### src/rtl/uart_pkg.sv
// Shared types and board-level timing constants for the UART blocks.
package uart_pkg;

    typedef enum logic [2:0] {
        StIdle,
        StStart,
        StData,
        StParity,
        StStop
    } uart_state_e;

    localparam int unsigned default_divisor = 434;
    localparam int unsigned clock_hz        = 50_000_000;
    localparam int unsigned baud            = 115200;

endpackage

### src/rtl/uart_transmitter_if.sv
// Payload handshake between a byte producer (master) and the transmitter (slave).
interface uart_transmitter_if #(
    parameter int unsigned data_width = 8
) ();

    logic [data_width-1:0] tx_data;
    logic                  tx_valid;
    logic                  tx_ready;

    modport master (
        output tx_data,
        output tx_valid,
        input  tx_ready
    );

    modport slave (
        input  tx_data,
        input  tx_valid,
        output tx_ready
    );

endinterface

### src/rtl/uart_baud_counter.sv
// Bit-period timer: counts 0..divisor-1 while enabled; tick marks the last cycle of a bit.
module uart_baud_counter #(
    parameter int unsigned divisor = 434
) (
    input  logic clock,
    input  logic reset_n,
    input  logic restart,
    input  logic enable,
    output logic tick
);

    localparam int unsigned CntWidth = (divisor > 1) ? $clog2(divisor) : 1;
    localparam logic [CntWidth-1:0] CntLast = CntWidth'(divisor - 1);

    if (divisor < 2) begin : g_bad_divisor
        $error("uart_baud_counter: divisor must be at least 2");
    end

    logic [CntWidth-1:0] cnt_q, cnt_d;

    // tick must not depend on restart: restart is derived from tick via the handshake.
    assign tick = enable && (cnt_q == CntLast);

    // Next count: restart wins, otherwise count and wrap on the bit boundary.
    always_comb begin
        cnt_d = cnt_q;
        if (restart) begin
            cnt_d = '0;
        end else if (enable) begin
            cnt_d = tick ? '0 : cnt_q + 1'b1;
        end
    end

    // Counter register.
    always_ff @(posedge clock or negedge reset_n) begin
        if (!reset_n) begin
            cnt_q <= '0;
        end else begin
            cnt_q <= cnt_d;
        end
    end

endmodule

### src/rtl/uart_transmitter.sv
// UART transmitter: serialises one payload per handshake as start, data (LSB first),
// optional parity and stop bits, with back-to-back frames accepted in the last stop cycle.
module uart_transmitter import uart_pkg::*; #(
    parameter int unsigned divisor    = default_divisor,
    parameter int unsigned data_width = 8,
    parameter bit          parity_en  = 1'b0,
    parameter bit          parity_odd = 1'b0,
    parameter int unsigned stop_bits  = 1
) (
    input  logic               clock,
    input  logic               reset_n,
    uart_transmitter_if.slave  tx_if,
    output logic               tx,
    output logic               busy,
    output logic               done
);

    localparam int unsigned BitWidth = $clog2(data_width + 1);
    localparam logic [BitWidth-1:0] LastData = BitWidth'(data_width - 1);
    localparam logic [BitWidth-1:0] LastStop = BitWidth'(stop_bits - 1);

    if (divisor < 2) begin : g_bad_divisor
        $error("uart_transmitter: divisor must be at least 2");
    end
    if (data_width < 5 || data_width > 9) begin : g_bad_width
        $error("uart_transmitter: data_width must be 5..9");
    end
    if (stop_bits != 1 && stop_bits != 2) begin : g_bad_stop
        $error("uart_transmitter: stop_bits must be 1 or 2");
    end

    uart_state_e           state_q, state_d;
    logic [BitWidth-1:0]   bit_cnt_q, bit_cnt_d;
    logic [data_width-1:0] shift_q, shift_d;
    logic                  parity_q, parity_d;
    logic                  tx_q, tx_d;
    logic                  tick;
    logic                  last_stop;
    logic                  tx_ready;
    logic                  transfer;

    uart_baud_counter #(
        .divisor (divisor)
    ) u_baud (
        .clock   (clock),
        .reset_n (reset_n),
        .restart (transfer),
        .enable  (busy),
        .tick    (tick)
    );

    // Handshake and status outputs, combinational from state and counters.
    always_comb begin
        last_stop = (state_q == StStop) && tick && (bit_cnt_q == LastStop);
        tx_ready  = (state_q == StIdle) || last_stop;
        transfer  = tx_if.tx_valid && tx_ready;
        busy      = (state_q != StIdle);
        done      = last_stop;
        tx        = tx_q;
    end

    assign tx_if.tx_ready = tx_ready;

    // Next state; tx_d is the line level for the following cycle so the pin comes from a flop.
    always_comb begin
        state_d   = state_q;
        bit_cnt_d = bit_cnt_q;
        shift_d   = shift_q;
        parity_d  = parity_q;
        tx_d      = tx_q;
        unique case (state_q)
            StIdle: ;
            StStart: begin
                if (tick) begin
                    state_d   = StData;
                    bit_cnt_d = '0;
                    tx_d      = shift_q[0];
                end
            end
            StData: begin
                if (tick) begin
                    shift_d = shift_q >> 1;
                    if (bit_cnt_q == LastData) begin
                        bit_cnt_d = '0;
                        if (parity_en) begin
                            state_d = StParity;
                            tx_d    = parity_q;
                        end else begin
                            state_d = StStop;
                            tx_d    = 1'b1;
                        end
                    end else begin
                        bit_cnt_d = bit_cnt_q + 1'b1;
                        tx_d      = shift_q[1];
                    end
                end
            end
            StParity: begin
                if (tick) begin
                    state_d   = StStop;
                    bit_cnt_d = '0;
                    tx_d      = 1'b1;
                end
            end
            StStop: begin
                if (tick) begin
                    if (bit_cnt_q == LastStop) begin
                        state_d   = StIdle;
                        bit_cnt_d = '0;
                    end else begin
                        bit_cnt_d = bit_cnt_q + 1'b1;
                    end
                end
            end
            default: state_d = StIdle;
        endcase
        // A transfer is only possible in idle or the last stop cycle; it always starts a frame.
        if (transfer) begin
            state_d   = StStart;
            bit_cnt_d = '0;
            shift_d   = tx_if.tx_data;
            parity_d  = (^tx_if.tx_data) ^ parity_odd;
            tx_d      = 1'b0;
        end
    end

    // State registers; asynchronous reset returns the line high at once.
    always_ff @(posedge clock or negedge reset_n) begin
        if (!reset_n) begin
            state_q   <= StIdle;
            bit_cnt_q <= '0;
            shift_q   <= '0;
            parity_q  <= 1'b0;
            tx_q      <= 1'b1;
        end else begin
            state_q   <= state_d;
            bit_cnt_q <= bit_cnt_d;
            shift_q   <= shift_d;
            parity_q  <= parity_d;
            tx_q      <= tx_d;
        end
    end

endmodule
### src/flat_wrapper.sv
// flat-port wrapper written by rule: the top's interface ports become plain ports
module uart_transmitter_flat import uart_pkg::*;
#(
    parameter int unsigned divisor    = default_divisor,
    parameter int unsigned data_width = 8,
    parameter bit          parity_en  = 1'b0,
    parameter bit          parity_odd = 1'b0,
    parameter int unsigned stop_bits  = 1
)
  (clock, reset_n, tx, busy, done, tx_if_tx_data, tx_if_tx_valid, tx_if_tx_ready);
  uart_transmitter_if #(.data_width(data_width)) tx_if_i ();
  input  logic clock;
  input  logic reset_n;
  output logic tx;
  output logic busy;
  output logic done;
  input wire logic [$bits(tx_if_i.tx_data)-1:0] tx_if_tx_data;
  input wire logic [$bits(tx_if_i.tx_valid)-1:0] tx_if_tx_valid;
  output wire logic [$bits(tx_if_i.tx_ready)-1:0] tx_if_tx_ready;
  assign tx_if_i.tx_data = tx_if_tx_data;
  assign tx_if_i.tx_valid = tx_if_tx_valid;
  assign tx_if_tx_ready = tx_if_i.tx_ready;
  uart_transmitter #(.divisor(divisor), .data_width(data_width), .parity_en(parity_en), .parity_odd(parity_odd), .stop_bits(stop_bits)) u_core (.clock(clock), .reset_n(reset_n), .tx_if(tx_if_i), .tx(tx), .busy(busy), .done(done));
endmodule
### config.mk
export PLATFORM = sky130hd
export DESIGN_NAME = uart_transmitter_flat
export DESIGN_NICKNAME = d
export VERILOG_FILES = /design/src/rtl/uart_pkg.sv /design/src/rtl/uart_transmitter_if.sv /design/src/rtl/uart_baud_counter.sv /design/src/rtl/uart_transmitter.sv /design/src/flat_wrapper.sv
export SDC_FILE = /design/constraint.sdc
export NUM_CORES = 1
export LEC_CHECK = 0
export ABC_AREA = 1
export BUFFER_PORTS_ARGS = -buffer_cell sky130_fd_sc_hd__buf_2
export CORE_MARGIN = 2
export CORE_UTILIZATION = 63
export CTS_CLUSTER_SIZE = 8
export DETAILED_ROUTE_END_ITERATION = 6
export GPL_TIMING_DRIVEN = 0
export PLACE_DENSITY = 0.84
export SYNTH_ARGS = -nofsm -noshare
export SYNTH_HDL_FRONTEND = slang
export SYNTH_SLANG_ARGS = --single-unit
### constraint.sdc
create_clock -name clock -period 2.45 [get_ports clock]
set_input_delay 0 -clock clock [delete_from_list [all_inputs] [get_ports clock]]
set_output_delay 0 -clock clock [all_outputs]
set_load 0.005 [all_outputs]
# After elaboration in Yosys (flattened, before gate mapping)
# Index checks and enable logic that the tools add are counted.
# word_totals
register_bits,25
inputBits,11
out_inout_bits,4
elab_cells,66
# op_classes
addsub,2
eq_ne,14
muxes,27
n_reduce_logical,18
# ops
operator,n
$mux W9,3
$mux W4,6
$mux W8,3
$mux W3,7
$ne A3 B1 Y1 const B,6
$pmux W3 S5,1
$pmux W4 S3,1
$add A9 B1 Y9 const B,1
$eq A9 B9 Y1 const B,1
$reduce_and A4 Y1,2
$reduce_bool A4 Y1,2
$reduce_and A7 Y1,1
$eq A3 B2 Y1 const B,2
$reduce_bool A2 Y1,3
$mux W1,5
$add A4 B1 Y4 const B,1
$eq A4 B3 Y1 const B,1
$logic_and A1 B1 Y1,4
$logic_not A4 Y1,1
$eq A3 B1 Y1 const B,1
$eq A3 B3 Y1 const B,1
$logic_not A3 Y1,1
$ne A3 B2 Y1 const B,1
$pmux W1 S3,1
other kinds (5),5

# Logic depth before layout (Yosys ltp)
# logic_depth
word_depth,8
ltp_mapped,11
ltp_nobuf,11

# Modules after synthesis
# From an unflattened synthesis, not the netlist that was laid out.
# unflattened
hier_cells,242
area_unflattened_um2,1700.4
# modules_own_cells
module,n_inst,cells_per_inst,area_per_inst_um2,seq_area_each_um2
uart_transmitter,1,156,1087.3,401.6
uart_baud_counter,1,86,613.1,225.2

# Worst setup path after synthesis
# OpenSTA, ideal clock, no wires.
# synth_path
path_kind,register to register
start,register u_core.bit_cnt_q[0]
end,register u_core.shift_q[6]
arrival_ns,1.454
slack_ns,0.879
stages_incl_launch_ff,11
period_less_slack_ns,1.571
cell_sequence,dfrtp_1 > inv_1 > ha_1 > nand2_1 > nor2_1 > nand2_2 > o21ai_4 > nand2_4 > buf_6 > nor2_1 > nor2_1
# synth_between
elab_chain_cells,6
elab_cells_between_ends,8
cone_classes,mux: 1; reduce/logical: 7
# synth_lines
element,line_no,source
from (decl),uart_transmitter.sv:33,"logic [BitWidth-1:0] bit_cnt_q, bit_cnt_d;"
from (signal assigned),uart_transmitter.sv:137,bit_cnt_q <= bit_cnt_d;
$logic_not A4 Y1 *,uart_transmitter.sv:54,last_stop = (state_q == StStop) && tick && (bit_cnt_q == LastStop);
$logic_and A1 B1 Y1 *,uart_transmitter.sv:54,
$logic_or A1 B1 Y1 *,uart_transmitter.sv:55,tx_ready = (state_q == StIdle) || last_stop;
via tx_if_tx_ready,flat_wrapper.sv:19,output wire logic [$bits(tx_if_i.tx_ready)-1:0] tx_if_tx_ready;
$logic_and A1 B1 Y1 *,uart_transmitter.sv:56,transfer = tx_if.tx_valid && tx_ready;
$reduce_bool A2 Y1 (no source line),n/a,
$reduce_and A2 Y1 (no source line),n/a,
to (signal assigned),uart_transmitter.sv:138,shift_q <= shift_d;
to (decl),uart_transmitter.sv:34,"logic [data_width-1:0] shift_q, shift_d;"
# The timed path passes the listed nets; every way through them passes the cells marked *.
# A chain may end at the register's enable or synchronous reset.

# Worst setup path after layout
# layout_path
start,register u_core.u_baud.cnt_q[1]
end,register u_core.bit_cnt_q[0]
# layout_between
elab_chain_cells,8
elab_cells_between_ends,12
cone_classes,eq/ne: 4; mux: 1; reduce/logical: 7
# layout_lines
element,line_no,source
from (decl),uart_baud_counter.sv:19,"logic [CntWidth-1:0] cnt_q, cnt_d;"
from (signal assigned),uart_baud_counter.sv:39,cnt_q <= cnt_d;
$eq A9 B9 Y1 *,uart_baud_counter.sv:22,assign tick = enable && (cnt_q == CntLast);
$logic_and A1 B1 Y1 *,uart_baud_counter.sv:22,
$logic_and A1 B1 Y1 (2 in a row),uart_transmitter.sv:54,
$logic_or A1 B1 Y1,uart_transmitter.sv:55,
$logic_and A1 B1 Y1,uart_transmitter.sv:56,
$ne A3 B1 Y1 (no source line) or $reduce_bool A4 Y1 (tied branches),n/a,
$reduce_and A4 Y1 (no source line),n/a,
# Every way passes the cells marked *; elsewhere a longest branch is shown, timed or not.

==> out/metrics.sh <==
REG2REG_DEPTH=10
POST_SYNTH_INSTANCE_AREA_UM2=1570
MAXIMUM_NUMBER_OF_PINS_ON_ONE_NET_BEFORE_GLOBAL_ROUTE_REPAIR=26
MAXSLEWHEADROOM_PCT=63.9
MAX-CAP-VIOLATIONS=0
PRE_CTS_WS_NS=0.681
FP.COREAREA_UM2=2410
MAX-VDD-IR-DROP_V=0.000644
FINALCLOCKSKEW_NS=0.0157
VIAS=1445
NUM-FILL-CELLS=210
FLOORPLAN.ROWS=18
START_UTIL_PCT=65.2
YOSYSWARNINGS=0
BUFFER_PORTS.INSERTED=14
YS_ASYNC_SR_FRACTION_PCT=100
REG2REG_TO='u_core.bit_cnt_q[0]$_DFFE_PN0P_'
WORST-ENDPOINT-REQUIRED_NS=2.67
FINAL_ANTENNA_NET_COUNT=0
MAPPEDNETLISTNETS=239
SYN_AVG_CELL_AREA_UM2=7.01
GRT_ANTENNA_BEFORE_REPAIR=0
SYNTH.FF_LATCH_COUNT=25
SEQUENTIAL_TO_TOTAL_AREA_SHARE_FROM_YOSYS_STAT_PCT=39.9
HOLD_PATH_END='u_core.shift_q[0]$_DFFE_PN0P_'
LEAKAGEPOWER_nW=0.900
PREDOMINANT_POST_SYNTHESIS_FLOP_CELL='dfrtp_1'
NUM_IO_PINS=15
DRT_FIRST_PASS_ITERS=4
GRT_FIRST_PASS_WIRELENGTH_UM=5170
R2R_START='u_core.u_baud.cnt_q[1]$_DFFE_PN0P_'
GR_OVERFLOW_TOTAL=0
HOLD_BUFFERS=9
DRC=0
CHIPHEIGHT_UM=53.9
CTS-ROOT-TO-SINK-BUFFERS=2
AREA_DELTA_SYNTH_FINAL_PCT=14.3
MAX_SLEW.WORST_PIN.SLEW_NS=0.541
GP_CONGESTION=0.785
CTS_REPAIR_RESIZE_COUNT=0
SLEW_VIOLATIONS=0
ROUTED_VIA_COUNT_DIVIDED_BY_CELL_COUNT=5.14
ARRIVAL_TIME_WORST_ENDPOINT_NS=2.03
NUMNETS_FINAL=267
GRT_PASS1_VIAS=1294
FF2FF_SETUP_SLACK_NS=0.64
TIMING.FINAL.CRIT_SHARE_PCT=74.0
GRT_USE_TOTAL_PCT=25.1
FINAL_PERIOD_DEMAND_OF_THE_WORST_PATH_NS=1.81
GRT_SETUP_UNREPAIRED='false'
WORST_HOLD_PATH_TYPE='in -> reg'
STARTPOINT_TYPE='flop'
FRACTION_OF_FINAL_LAYOUT_CELLS_SIZED_BEYOND_DRIVE_STRENGTH_1_PCT=17.1
HPWLAFTERDP_UM=2380
CTSHTREEMAXLEVEL=1
SETUP_VIOL=0
NUMBER_OF_FLOPS_MAPPED_TO_ENABLE_CELLS_BY_YOSYS=0
REPORT.FINAL.HOLD_VIOL_COUNT=0
POST_CTS_BUFFERS=0
STATUS='finished clean'
DR.FIRST_ITER.DRC_COUNT=28
TIMING.SETUP.CRITICAL_PATH_CLASS='reg -> reg'
HOLD_PATH_DEPTH=5
SYNTH_LARGEST_TYPE_AREA_FRACTION_PCT=38.2
DIEAREA_UM2=2910
CRITPATHCAPTURETYPE='flop'
SYNTH_CELL_TYPES=25
CHIPWIDTH_UM=53.9
CLOCK_TREE.ROOT_CELL='clkbuf_4'
DRT-WIRELENGTH-PER-CELL_UM=11.5
HP-START='tx_if_tx_valid'
TRITONCTS='done'
ROUTED_WIRELENGTH_UM=3220
FIN_SETUP_TNS_NS=0
CLOCK-SINKS=25
INSERTION_DELAY_NS=0.32
CLK_PIN_SLEW_NS=0.14
CTS_BUF_COUNT=3
SYNTH_CELLS=224
FMAX_MHz=552
N_ANTENNA_CELL=0
TIMING.FINAL.WS_SETUP_NS=0.638
NETLIST_TOP_CELLS_AREA='dfrtp_1 (38%), nand2_1 (17%), nor2_1 (8.1%), nand3_1 (7.3%), inv_1 (3.8%)'
SYNTH.LARGEST_AREA_CELL='dfrtp_1'
POWER_DENSITY_nW_PER_UM2=990
TIMING.CRITICAL_PATH.FANOUT_MAX=10
==> registers in the layout (all words and copies together) (netlist names) <==
name / flops
u_core.state_q: 3
u_core.tx: 1
u_core.u_baud.cnt_q: 9
u_core.shift_q: 8
u_core.bit_cnt_q: 4
==> how the worst max path moves through the flow <==
stage | endpoint | cells after the start | startpoint | slack [ns]
2_1_floorplan | u_core.shift_q[6]$_DFFE_PN0P_ | 10 | u_core.bit_cnt_q[0]$_DFFE_PN0P_ | 0.88
3_3_place_gp | u_core.shift_q[0]$_DFFE_PN0P_ | 10 | u_core.u_baud.cnt_q[1]$_DFFE_PN0P_ | 0.73
3_5_place_dp | u_core.shift_q[7]$_DFFE_PN0P_ | 10 | u_core.u_baud.cnt_q[1]$_DFFE_PN0P_ | 0.68
4_1_cts | u_core.bit_cnt_q[0]$_DFFE_PN0P_ | 10 | u_core.u_baud.cnt_q[1]$_DFFE_PN0P_ | 0.65
5_1_grt | u_core.bit_cnt_q[2]$_DFFE_PN0P_ | 10 | u_core.u_baud.cnt_q[1]$_DFFE_PN0P_ | 0.47
6_report | u_core.bit_cnt_q[0]$_DFFE_PN0P_ | 10 | u_core.u_baud.cnt_q[1]$_DFFE_PN0P_ | 0.64
==> where the power goes <==
group	total, mW	internal (mW)	switching (mW)
Combinational	0.893	0.329	0.563
Clock	0.183	0.0612	0.122
Sequential	0.701	0.560	0.142
==> through the flow <==
stage	hold slack, ns	std cells	cell area, um2	utilization, %	total power [mW]
final	0.0454	281	1800	74.5	1.78
after global routing	0.0491	281	1800	74.5	1.95
after CTS	0.0544	281	1800	74.5	1.78
after detailed placement	0.0160	268	1680	69.6	1.59
after global placement	0.0159	268	1680	69.6	1.55
after floorplan	-0.296	224	1570	-	1.39
==> critical path, cell delays in order (launching register included) <==
cell     delay, ns
dfrtp_1       0.42
inv_1         0.09
ha_1          0.18
nand2_1       0.07
nor2_2        0.15
nand2_1       0.16
o21ai_4       0.22
nand2_4       0.12
buf_6         0.16
nand3_1       0.07
nand2_1       0.05
==> synthesized netlist by cell type, types with 2 or more instances <==
| library cell | count |
|---|---|
| a21oi_1 | 5 |
| dfrtp_1 | 24 |
| ha_1 | 4 |
| inv_1 | 16 |
| inv_2 | 9 |
| nand2_1 | 70 |
| nand2_2 | 3 |
| nand2_4 | 2 |
| nand3_1 | 23 |
| nand4_1 | 2 |
| nor2_1 | 34 |
| nor2_2 | 6 |
| nor3_1 | 5 |
| o21ai_0 | 4 |
| o21ai_1 | 3 |
| o22ai_1 | 2 |
| xor2_1 | 4 |
==> cell families (layout without fill, tap and decap cells) <==
kind of cell    after synthesis  after routing  share of synthesized area, %
compound gates               17             17                          6.61
xor+xnor                      4              4                          2.23
fa+ha+maj                     4              4                          3.19
buf+inv                      26             53                          6.69
flops                        25             25                          39.9
simple gates                148            148                          41.4
==> layout by cell type (no fill, tap or decap), types with 5 or more instances in the layout <==
cell type / netlist / final
inv_2: 9 / 9
inv_1: 16 / 16
nor2_2: 6 / 6
nand2_1: 70 / 70
nor2_1: 34 / 34
dlygate4sd3_1: 0 / 9
dfrtp_1: 24 / 24
a21oi_1: 5 / 5
nor3_1: 5 / 5
buf_2: 0 / 14
nand3_1: 23 / 23
==> cell type report <==
type	count	area (um2)	share of cell area, %
Multi-Input combinational cell	173	838	46.7
Sequential cell	25	627	34.9
Clock buffer	3	22.5	1.25
Timing Repair Buffer	23	160	8.92
Buffer	1	11.3	0.627
Clock inverter	1	5.00	0.279
Inverter	25	93.8	5.23
Tap cell	30	37.5	2.09
==> routing by layer <==
layer / up-vias / global-route usage (%) / part of all wire (%)
li1: 767 / - / -
met1: 648 / 29.8 / 45
met2: 26 / 44.9 / 51
met3: 4 / 3.33 / 2.6
met4: 0 / 10.7 / 1.7
met5: - / 0 / 0
(Power assumes the default switching activity.)
